`src/rtl/snn_inference_ctrl_pkg.sv`:
```
// Shared types and sizing constants for the 8-3-10 LIF inference controller.
package snn_pkg;

    localparam int unsigned NUM_CLASSES = 10;
    localparam int unsigned WIDTH_P     = 8;
    localparam int unsigned IDX_W       = 4;

    typedef enum logic [2:0] {
        S_IDLE,
        S_CLEAR,
        S_RUN,
        S_DRAIN,
        S_SCAN,
        S_DONE
    } state_e;

endpackage

```
`src/rtl/snn_inference_ctrl_if.sv`:
```
// Host-side command/result interface of the inference controller.
interface snn_inference_ctrl_if #(
    parameter int unsigned STEP_W  = 8,
    parameter int unsigned WIDTH_P = snn_pkg::WIDTH_P,
    parameter int unsigned IDX_W   = snn_pkg::IDX_W
) ();

    logic               start_i;
    logic               abort_i;
    logic [STEP_W-1:0]  steps_i;
    logic               busy_o;
    logic               result_valid_o;
    logic [IDX_W-1:0]   class_o;
    logic [WIDTH_P-1:0] max_count_o;
    logic               saturated_o;

    modport master (
        output start_i, abort_i, steps_i,
        input  busy_o, result_valid_o, class_o, max_count_o, saturated_o
    );

    modport slave (
        input  start_i, abort_i, steps_i,
        output busy_o, result_valid_o, class_o, max_count_o, saturated_o
    );

endinterface

```
`src/rtl/snn_inference_ctrl_argmax_scan.sv`:
```
// Serial argmax over the spike counts, one class per step; ties keep the lowest index.
module snn_argmax_scan
    import snn_pkg::*;
(
    input  logic               clk_i,
    input  logic               rst_i,
    input  logic               load_i,
    input  logic               step_i,
    input  logic [IDX_W-1:0]   idx_i,
    input  logic [WIDTH_P-1:0] count_i,
    output logic [WIDTH_P-1:0] best_o,
    output logic [IDX_W-1:0]   best_idx_o,
    output logic               sat_o
);

    logic [WIDTH_P-1:0] best_q;
    logic [IDX_W-1:0]   best_idx_q;
    logic               sat_q;
    logic               take;

    // Outputs already fold in the current count so the final step's result is usable same cycle.
    always_comb begin
        take       = load_i || (count_i > best_q);
        best_o     = take ? count_i : best_q;
        best_idx_o = take ? idx_i : best_idx_q;
        sat_o      = (count_i == '1) || (sat_q && !load_i);
    end

    always_ff @(posedge clk_i) begin
        if (rst_i) begin
            best_q     <= '0;
            best_idx_q <= '0;
            sat_q      <= 1'b0;
        end else if (step_i) begin
            best_q     <= best_o;
            best_idx_q <= best_idx_o;
            sat_q      <= sat_o;
        end
    end

endmodule

```
`src/rtl/snn_inference_ctrl.sv`:
```
// Inference window sequencer: clear, gated run, pipeline drain, argmax scan, result.
module snn_inference_ctrl
    import snn_pkg::*;
#(
    parameter int unsigned STEP_W       = 8,
    parameter int unsigned DRAIN_CYCLES = 3
) (
    input  logic                           clk_i,
    input  logic                           rst_i,
    snn_inference_ctrl_if.slave            host,
    input  logic [NUM_CLASSES*WIDTH_P-1:0] spike_counts_i,
    output logic                           net_clear_o,
    output logic                           net_en_o,
    output logic                           input_gate_o
);

    state_e             state_q;
    logic [STEP_W-1:0]  steps_q;
    logic [STEP_W-1:0]  cnt_q;
    logic [IDX_W-1:0]   idx_q;
    logic               net_clear_q, net_en_q, gate_q, valid_q, sat_q;
    logic [IDX_W-1:0]   class_q;
    logic [WIDTH_P-1:0] max_q;
    logic [WIDTH_P-1:0] cur_count;
    logic [WIDTH_P-1:0] scan_best;
    logic [IDX_W-1:0]   scan_idx;
    logic               scan_sat;

    always_comb begin
        cur_count = '0;
        for (int unsigned k = 0; k < NUM_CLASSES; k++) begin
            if (idx_q == IDX_W'(k)) cur_count = spike_counts_i[k*WIDTH_P +: WIDTH_P];
        end
    end

    snn_argmax_scan u_scan (
        .clk_i      (clk_i),
        .rst_i      (rst_i),
        .load_i     (idx_q == '0),
        .step_i     (state_q == S_SCAN),
        .idx_i      (idx_q),
        .count_i    (cur_count),
        .best_o     (scan_best),
        .best_idx_o (scan_idx),
        .sat_o      (scan_sat)
    );

    // Outputs are assigned alongside the state they belong to, so they line up with state_q.
    always_ff @(posedge clk_i) begin
        if (rst_i) begin
            state_q     <= S_IDLE;
            steps_q     <= '0;
            cnt_q       <= '0;
            idx_q       <= '0;
            net_clear_q <= 1'b0;
            net_en_q    <= 1'b0;
            gate_q      <= 1'b0;
            valid_q     <= 1'b0;
            class_q     <= '0;
            max_q       <= '0;
            sat_q       <= 1'b0;
        end else if (host.abort_i && state_q != S_IDLE) begin
            state_q     <= S_IDLE;
            net_clear_q <= 1'b0;
            net_en_q    <= 1'b0;
            gate_q      <= 1'b0;
            valid_q     <= 1'b0;
        end else begin
            net_clear_q <= 1'b0;
            valid_q     <= 1'b0;
            case (state_q)
                S_IDLE: begin
                    if (host.start_i && !host.abort_i) begin
                        state_q     <= S_CLEAR;
                        steps_q     <= host.steps_i;
                        net_clear_q <= 1'b1;
                    end
                end
                S_CLEAR: begin
                    cnt_q    <= '0;
                    net_en_q <= 1'b1;
                    if (steps_q == '0) begin
                        state_q <= S_DRAIN;
                    end else begin
                        state_q <= S_RUN;
                        gate_q  <= 1'b1;
                    end
                end
                S_RUN: begin
                    if (cnt_q == steps_q - 1'b1) begin
                        state_q <= S_DRAIN;
                        cnt_q   <= '0;
                        gate_q  <= 1'b0;
                    end else begin
                        cnt_q <= cnt_q + 1'b1;
                    end
                end
                S_DRAIN: begin
                    if (cnt_q == STEP_W'(DRAIN_CYCLES - 1)) begin
                        state_q  <= S_SCAN;
                        idx_q    <= '0;
                        net_en_q <= 1'b0;
                    end else begin
                        cnt_q <= cnt_q + 1'b1;
                    end
                end
                S_SCAN: begin
                    if (idx_q == IDX_W'(NUM_CLASSES - 1)) begin
                        state_q <= S_DONE;
                        valid_q <= 1'b1;
                        class_q <= scan_idx;
                        max_q   <= scan_best;
                        sat_q   <= scan_sat;
                    end else begin
                        idx_q <= idx_q + 1'b1;
                    end
                end
                default: begin
                    state_q <= S_IDLE;
                end
            endcase
        end
    end

    assign net_clear_o         = net_clear_q;
    assign net_en_o            = net_en_q;
    assign input_gate_o        = gate_q;
    assign host.busy_o         = (state_q != S_IDLE);
    assign host.result_valid_o = valid_q;
    assign host.class_o        = class_q;
    assign host.max_count_o    = max_q;
    assign host.saturated_o    = sat_q;

endmodule

```
`src/flat_wrapper.sv`:
```
// flat-port wrapper written by rule: the top's interface ports become plain ports
module snn_inference_ctrl_flat import snn_pkg::*;
#(
    parameter int unsigned STEP_W       = 8,
    parameter int unsigned DRAIN_CYCLES = 3
)
  (clk_i, rst_i, spike_counts_i, net_clear_o, net_en_o, input_gate_o, host_start_i, host_abort_i, host_steps_i, host_busy_o, host_result_valid_o, host_class_o, host_max_count_o, host_saturated_o);
  snn_inference_ctrl_if #(.STEP_W(STEP_W), .WIDTH_P(WIDTH_P), .IDX_W(IDX_W)) host_i ();
  input  logic clk_i;
  input  logic rst_i;
  input  logic [NUM_CLASSES*WIDTH_P-1:0] spike_counts_i;
  output logic net_clear_o;
  output logic net_en_o;
  output logic input_gate_o;
  input wire logic [$bits(host_i.start_i)-1:0] host_start_i;
  input wire logic [$bits(host_i.abort_i)-1:0] host_abort_i;
  input wire logic [$bits(host_i.steps_i)-1:0] host_steps_i;
  output wire logic [$bits(host_i.busy_o)-1:0] host_busy_o;
  output wire logic [$bits(host_i.result_valid_o)-1:0] host_result_valid_o;
  output wire logic [$bits(host_i.class_o)-1:0] host_class_o;
  output wire logic [$bits(host_i.max_count_o)-1:0] host_max_count_o;
  output wire logic [$bits(host_i.saturated_o)-1:0] host_saturated_o;
  assign host_i.start_i = host_start_i;
  assign host_i.abort_i = host_abort_i;
  assign host_i.steps_i = host_steps_i;
  assign host_busy_o = host_i.busy_o;
  assign host_result_valid_o = host_i.result_valid_o;
  assign host_class_o = host_i.class_o;
  assign host_max_count_o = host_i.max_count_o;
  assign host_saturated_o = host_i.saturated_o;
  snn_inference_ctrl #(.STEP_W(STEP_W), .DRAIN_CYCLES(DRAIN_CYCLES)) u_core (.clk_i(clk_i), .rst_i(rst_i), .host(host_i), .spike_counts_i(spike_counts_i), .net_clear_o(net_clear_o), .net_en_o(net_en_o), .input_gate_o(input_gate_o));
endmodule
```
`config.mk`:
```
export PLATFORM = sky130hd
export DESIGN_NAME = snn_inference_ctrl_flat
export DESIGN_NICKNAME = d
export VERILOG_FILES = /design/src/rtl/snn_inference_ctrl_pkg.sv /design/src/rtl/snn_inference_ctrl_if.sv /design/src/rtl/snn_inference_ctrl_argmax_scan.sv /design/src/rtl/snn_inference_ctrl.sv /design/src/flat_wrapper.sv
export SDC_FILE = /design/constraint.sdc
export NUM_CORES = 1
export LEC_CHECK = 0
export ABC_AREA = 1
export CORE_AREA = 2 2 94 96
export CTS_CLUSTER_SIZE = 40
export DETAILED_ROUTE_END_ITERATION = 10
export DIE_AREA = 0 0 96 98
export GPL_ROUTABILITY_DRIVEN = 0
export GPL_TIMING_DRIVEN = 1
export PLACE_DENSITY = 0.84
export SLEW_MARGIN = 25
export SYNTH_ARGS = -nofsm -noshare
export SYNTH_HDL_FRONTEND = slang
export SYNTH_SLANG_ARGS = --single-unit
export TNS_END_PERCENT = 30
```
`constraint.sdc`:
```
create_clock -name clk_i -period 3.65 [get_ports clk_i]
set_input_delay 0.73 -clock clk_i [delete_from_list [all_inputs] [get_ports clk_i]]
set_output_delay 0.73 -clock clk_i [all_outputs]
set_load 0.05 [all_outputs]
```
==> impl_metrics.env <==
export IMPL_synth_area_per_cell_um2=6.299
export IMPL_area_delta_synth_final_pct=31.13
export IMPL_die_x_um=96
export IMPL_critPathMaxFanout=15
export IMPL_max_stage_delay_ps=370
export IMPL_dp_hpwl_um=8270
export IMPL_vias_per_cell=4.937
export IMPL_p_leak_nw=2.496
export IMPL_postCtsHoldBufs=0
export IMPL_antenna_found_initial=0
export IMPL_yosysWarnings=0
export IMPL_syn_num_nets=749
export IMPL_ys_types=42
export IMPL_wl_um=10550
export IMPL_grt_overflow=0
export IMPL_path_clk_slew_ps=90
export IMPL_critPathKind="register to register"
export IMPL_power_density_nw_per_um2=370.6
export IMPL_max_clock_freq_ghz=0.3120
export IMPL_report_final_slew_viol_count=0
export IMPL_wl_per_cell_um=12.31
export IMPL_grt_pass1_wl_um=16750
export IMPL_critPathBufInv=6
export IMPL_htreeDepth=2
export IMPL_ys_seq_area_share_pct=26.24
export IMPL_drive_gt1_share_pct=9.613
export IMPL_die_h_um=98
export IMPL_sequential_cell_area_um2=1064
export IMPL_clkSinkCount=53
export IMPL_die_area_um2=9408
export IMPL_drt_iter0_markers=137
export IMPL_rows=34
export IMPL_clock_latency_ps=300
export IMPL_mappedNetlistArea_um2=4044
export IMPL_multi_input_area_um2=2374
export IMPL_stdcell_area_um2=5303
export IMPL_path_cells="inv_2, ha_2, inv_1, nor2_4, inv_4, or2_2, nand3_1, nand3_2, nand2_2, inv_1, ha_1, a21oi_1, o21a_1, o221ai_1, o21ai_0, nand2_1, buf_4, nand2_1, o21ai_0, o21ai_0, inv_1"
export IMPL_slowest_stage="dfxtp_1"
export IMPL_max_vdd_ir_drop_uv=301.4
export IMPL_dominantRegCellSynth="dfxtp_1"
export IMPL_setup_viol=0
export IMPL_cp_start_kind="register"
export IMPL_grt_pass1_vias=3916
export IMPL_relSlewSlack_pct=64.70
export IMPL_hold_viol_final=0
export IMPL_tns_ps=0
export IMPL_antenna_cells=0
export IMPL_synth_async_reset_ratio_pct=0
export IMPL_core_area_um2=8466
export IMPL_crit_family="simple AND/OR/NAND/NOR gates"
export IMPL_start_util_pct=47.77
export IMPL_utilization_pct=62.64
export IMPL_grt_setup_unrepaired="no"
export IMPL_fin_nets=855
export IMPL_root_buffer="clkbuf_8"
export IMPL_synth_seq_cells=53
export IMPL_maxCapViolations=0
export IMPL_cts_max_path_buffers=2
export IMPL_drtAntennaViolNets=0
export IMPL_synthCells=642
export IMPL_status="complete, no violations"
export IMPL_skew_ps=2.852
export IMPL_cts_buffers=5
export IMPL_fill_cells=747
export IMPL_io_buffers=109
export IMPL_critPathArrivalTime_ps=3410
export IMPL_fin_crit_ps=3205
export IMPL_post_route_period_util_pct=87.81
export IMPL_worstPathRequired_ps=3850
export IMPL_worst_pin_slew_ps=527.8
export IMPL_io_pin_count=110
export IMPL_hp_class="register to register"
export IMPL_grt_max_degree=27
export IMPL_first_pass_iters=4
export IMPL_place_area_um2=5171
export IMPL_grt_use_total_pct=21.75
export IMPL_vias=4231
export IMPL_cts_tree="yes"
export IMPL_drt_drc_violations_left=0
export IMPL_synth_edf_count=0
export IMPL_cp_end_kind="register"
-- cell type report --
cell class | count | share of cell area, %
well taps | 108 | 2.548
inverters | 129 | 9.344
multi-input cells | 442 | 44.76
repair buffers | 117 | 21.71
flip-flops and latches | 53 | 20.06
clock inverters | 1 | 0.1416
clock buffers | 7 | 1.439
-- final timing paths --
path                                     startpoint  slack, ps  cells past startpoint                          end
worst min-delay path            u_core.input_gate_o        460                      2          u_core.input_gate_o
worst min register to register  u_core.input_gate_o        460                      2          u_core.input_gate_o
worst max register to register      u_core.idx_q[0]        450                     21  u_core.u_scan.best_idx_q[2]
worst max-delay path                u_core.idx_q[0]        450                     21  u_core.u_scan.best_idx_q[2]
-- through the flow --
step	std cells	setup WS (ps)	hold WS (ps)	total power, W
finish	857	445.0	458.2	0.001965
global route	857	22.12	482.9	0.002121
CTS	853	201.2	463.9	0.001968
detailed placement	845	179.4	449.1	0.001641
global placement	845	242.1	439.8	0.001607
floorplan	642	473.1	448.1	0.001367
-- logic make-up after synthesis --
group	Yosys count	share of synthesized area (%)
simple gates	315	37.59
buf+inv	147	15.44
compound gates	95	12.41
flops	53	26.24
xor+xnor	17	3.682
fa+ha+maj	15	4.641
-- sequential cells by signal (all words and copies together), names as in the netlist --
name,flops
u_core.cnt_q,8
u_core.host.class_o,4
u_core.host.max_count_o,8
u_core.host.result_valid_o,1
u_core.host.saturated_o,1
u_core.idx_q,4
u_core.input_gate_o,1
u_core.net_clear_o,1
u_core.net_en_o,1
u_core.state_q,3
u_core.steps_q,8
u_core.u_scan.best_idx_q,4
u_core.u_scan.best_q,8
u_core.u_scan.sat_q,1
-- cell usage after synthesis, types with 2 or more instances --
cell      number  area, um^2
nand2_2        5       31.28
buf_6          7       78.83
nand4_1       11       68.82
nor2_1        80       300.3
xor2_1        13       113.9
nor2_8         2       40.04
or2_0          6       37.54
o21ai_1       11       55.05
nor2_4         4       45.04
a211oi_1       2       15.01
nand2_4        5       56.30
nor3_1        10       50.05
inv_2          8       30.03
o21ai_0       45       225.2
xnor2_1        4       35.03
nand3_1       43       215.2
buf_2          3       15.01
nor4_1         3       18.77
ha_1          15       187.7
o211ai_2       2       25.02
nand3_2        2       20.02
clkbuf_1       6       22.52
nand2_1      117       439.2
nand3b_1       5       37.54
dfxtp_1       53        1061
inv_1        116       435.4
nor2_2         7       43.79
or2_2         10       62.56
inv_4          2       12.51
a21oi_1       33       165.2
-- report_power, final --
group / internal [W] / leakage, nW / total, W / switching, W
logic: 0.000361 / 2.03 / 0.000918 / 0.000557
registers: 0.000667 / 0.431 / 0.000726 / 0.0000588
clock network: 0.000136 / 0.0385 / 0.000321 / 0.000185
total: 0.00116 / 2.50 / 0.00197 / 0.000800
-- layer usage --
metal | GRT usage (%) | routed length [um] | vias up | part of all wire, %
li1 | - | - | 2209 | -
met1 | 26.53 | 4707 | 1874 | 45
met2 | 38.09 | 4861 | 131 | 46
met3 | 4.167 | 782 | 17 | 7.4
met4 | 6.484 | 197 | 0 | 1.9
met5 | 0 | 0 | - | 0
-- worst reg2reg max path: cells and delay by family (launching register included) --
| family | cells | cell delay [ps] |
|---|---|---|
| adder cells (fa/ha/maj) | 2 | 560 |
| AND/OR/NAND/NOR | 7 | 830 |
| buffers and inverters | 6 | 590 |
| flip-flops | 1 | 370 |
| AO/OA/AOI/OAI | 6 | 740 |
-- cells in the final DEF (no fill, tap or decap), types with 3 or more instances in the layout --
master | netlist | routed
inv_1 | 116 | 114
nor3_1 | 10 | 10
xnor2_1 | 4 | 4
buf_4 | 1 | 8
clkdlybuf4s50_1 | 0 | 109
dfxtp_1 | 53 | 51
nor2_4 | 4 | 4
o21ai_0 | 45 | 45
or2_2 | 10 | 10
nor2_2 | 7 | 7
nand3_1 | 43 | 43
o21ai_1 | 11 | 11
nand3b_1 | 5 | 5
nand2_2 | 5 | 5
nand2_4 | 5 | 5
inv_2 | 8 | 10
ha_1 | 15 | 13
nand2_1 | 117 | 117
or2_0 | 6 | 6
a21oi_1 | 33 | 33
nand4_1 | 11 | 11
nor4_1 | 3 | 3
nor2_1 | 80 | 80
xor2_1 | 13 | 13
clkbuf_8 | 0 | 5
-- what timing repair did --
item	CTS	global route
endpoints found under the setup margin	0	24
setup buffers	0	4
resized for setup	0	7
Power figures use the tool's default switching activity.
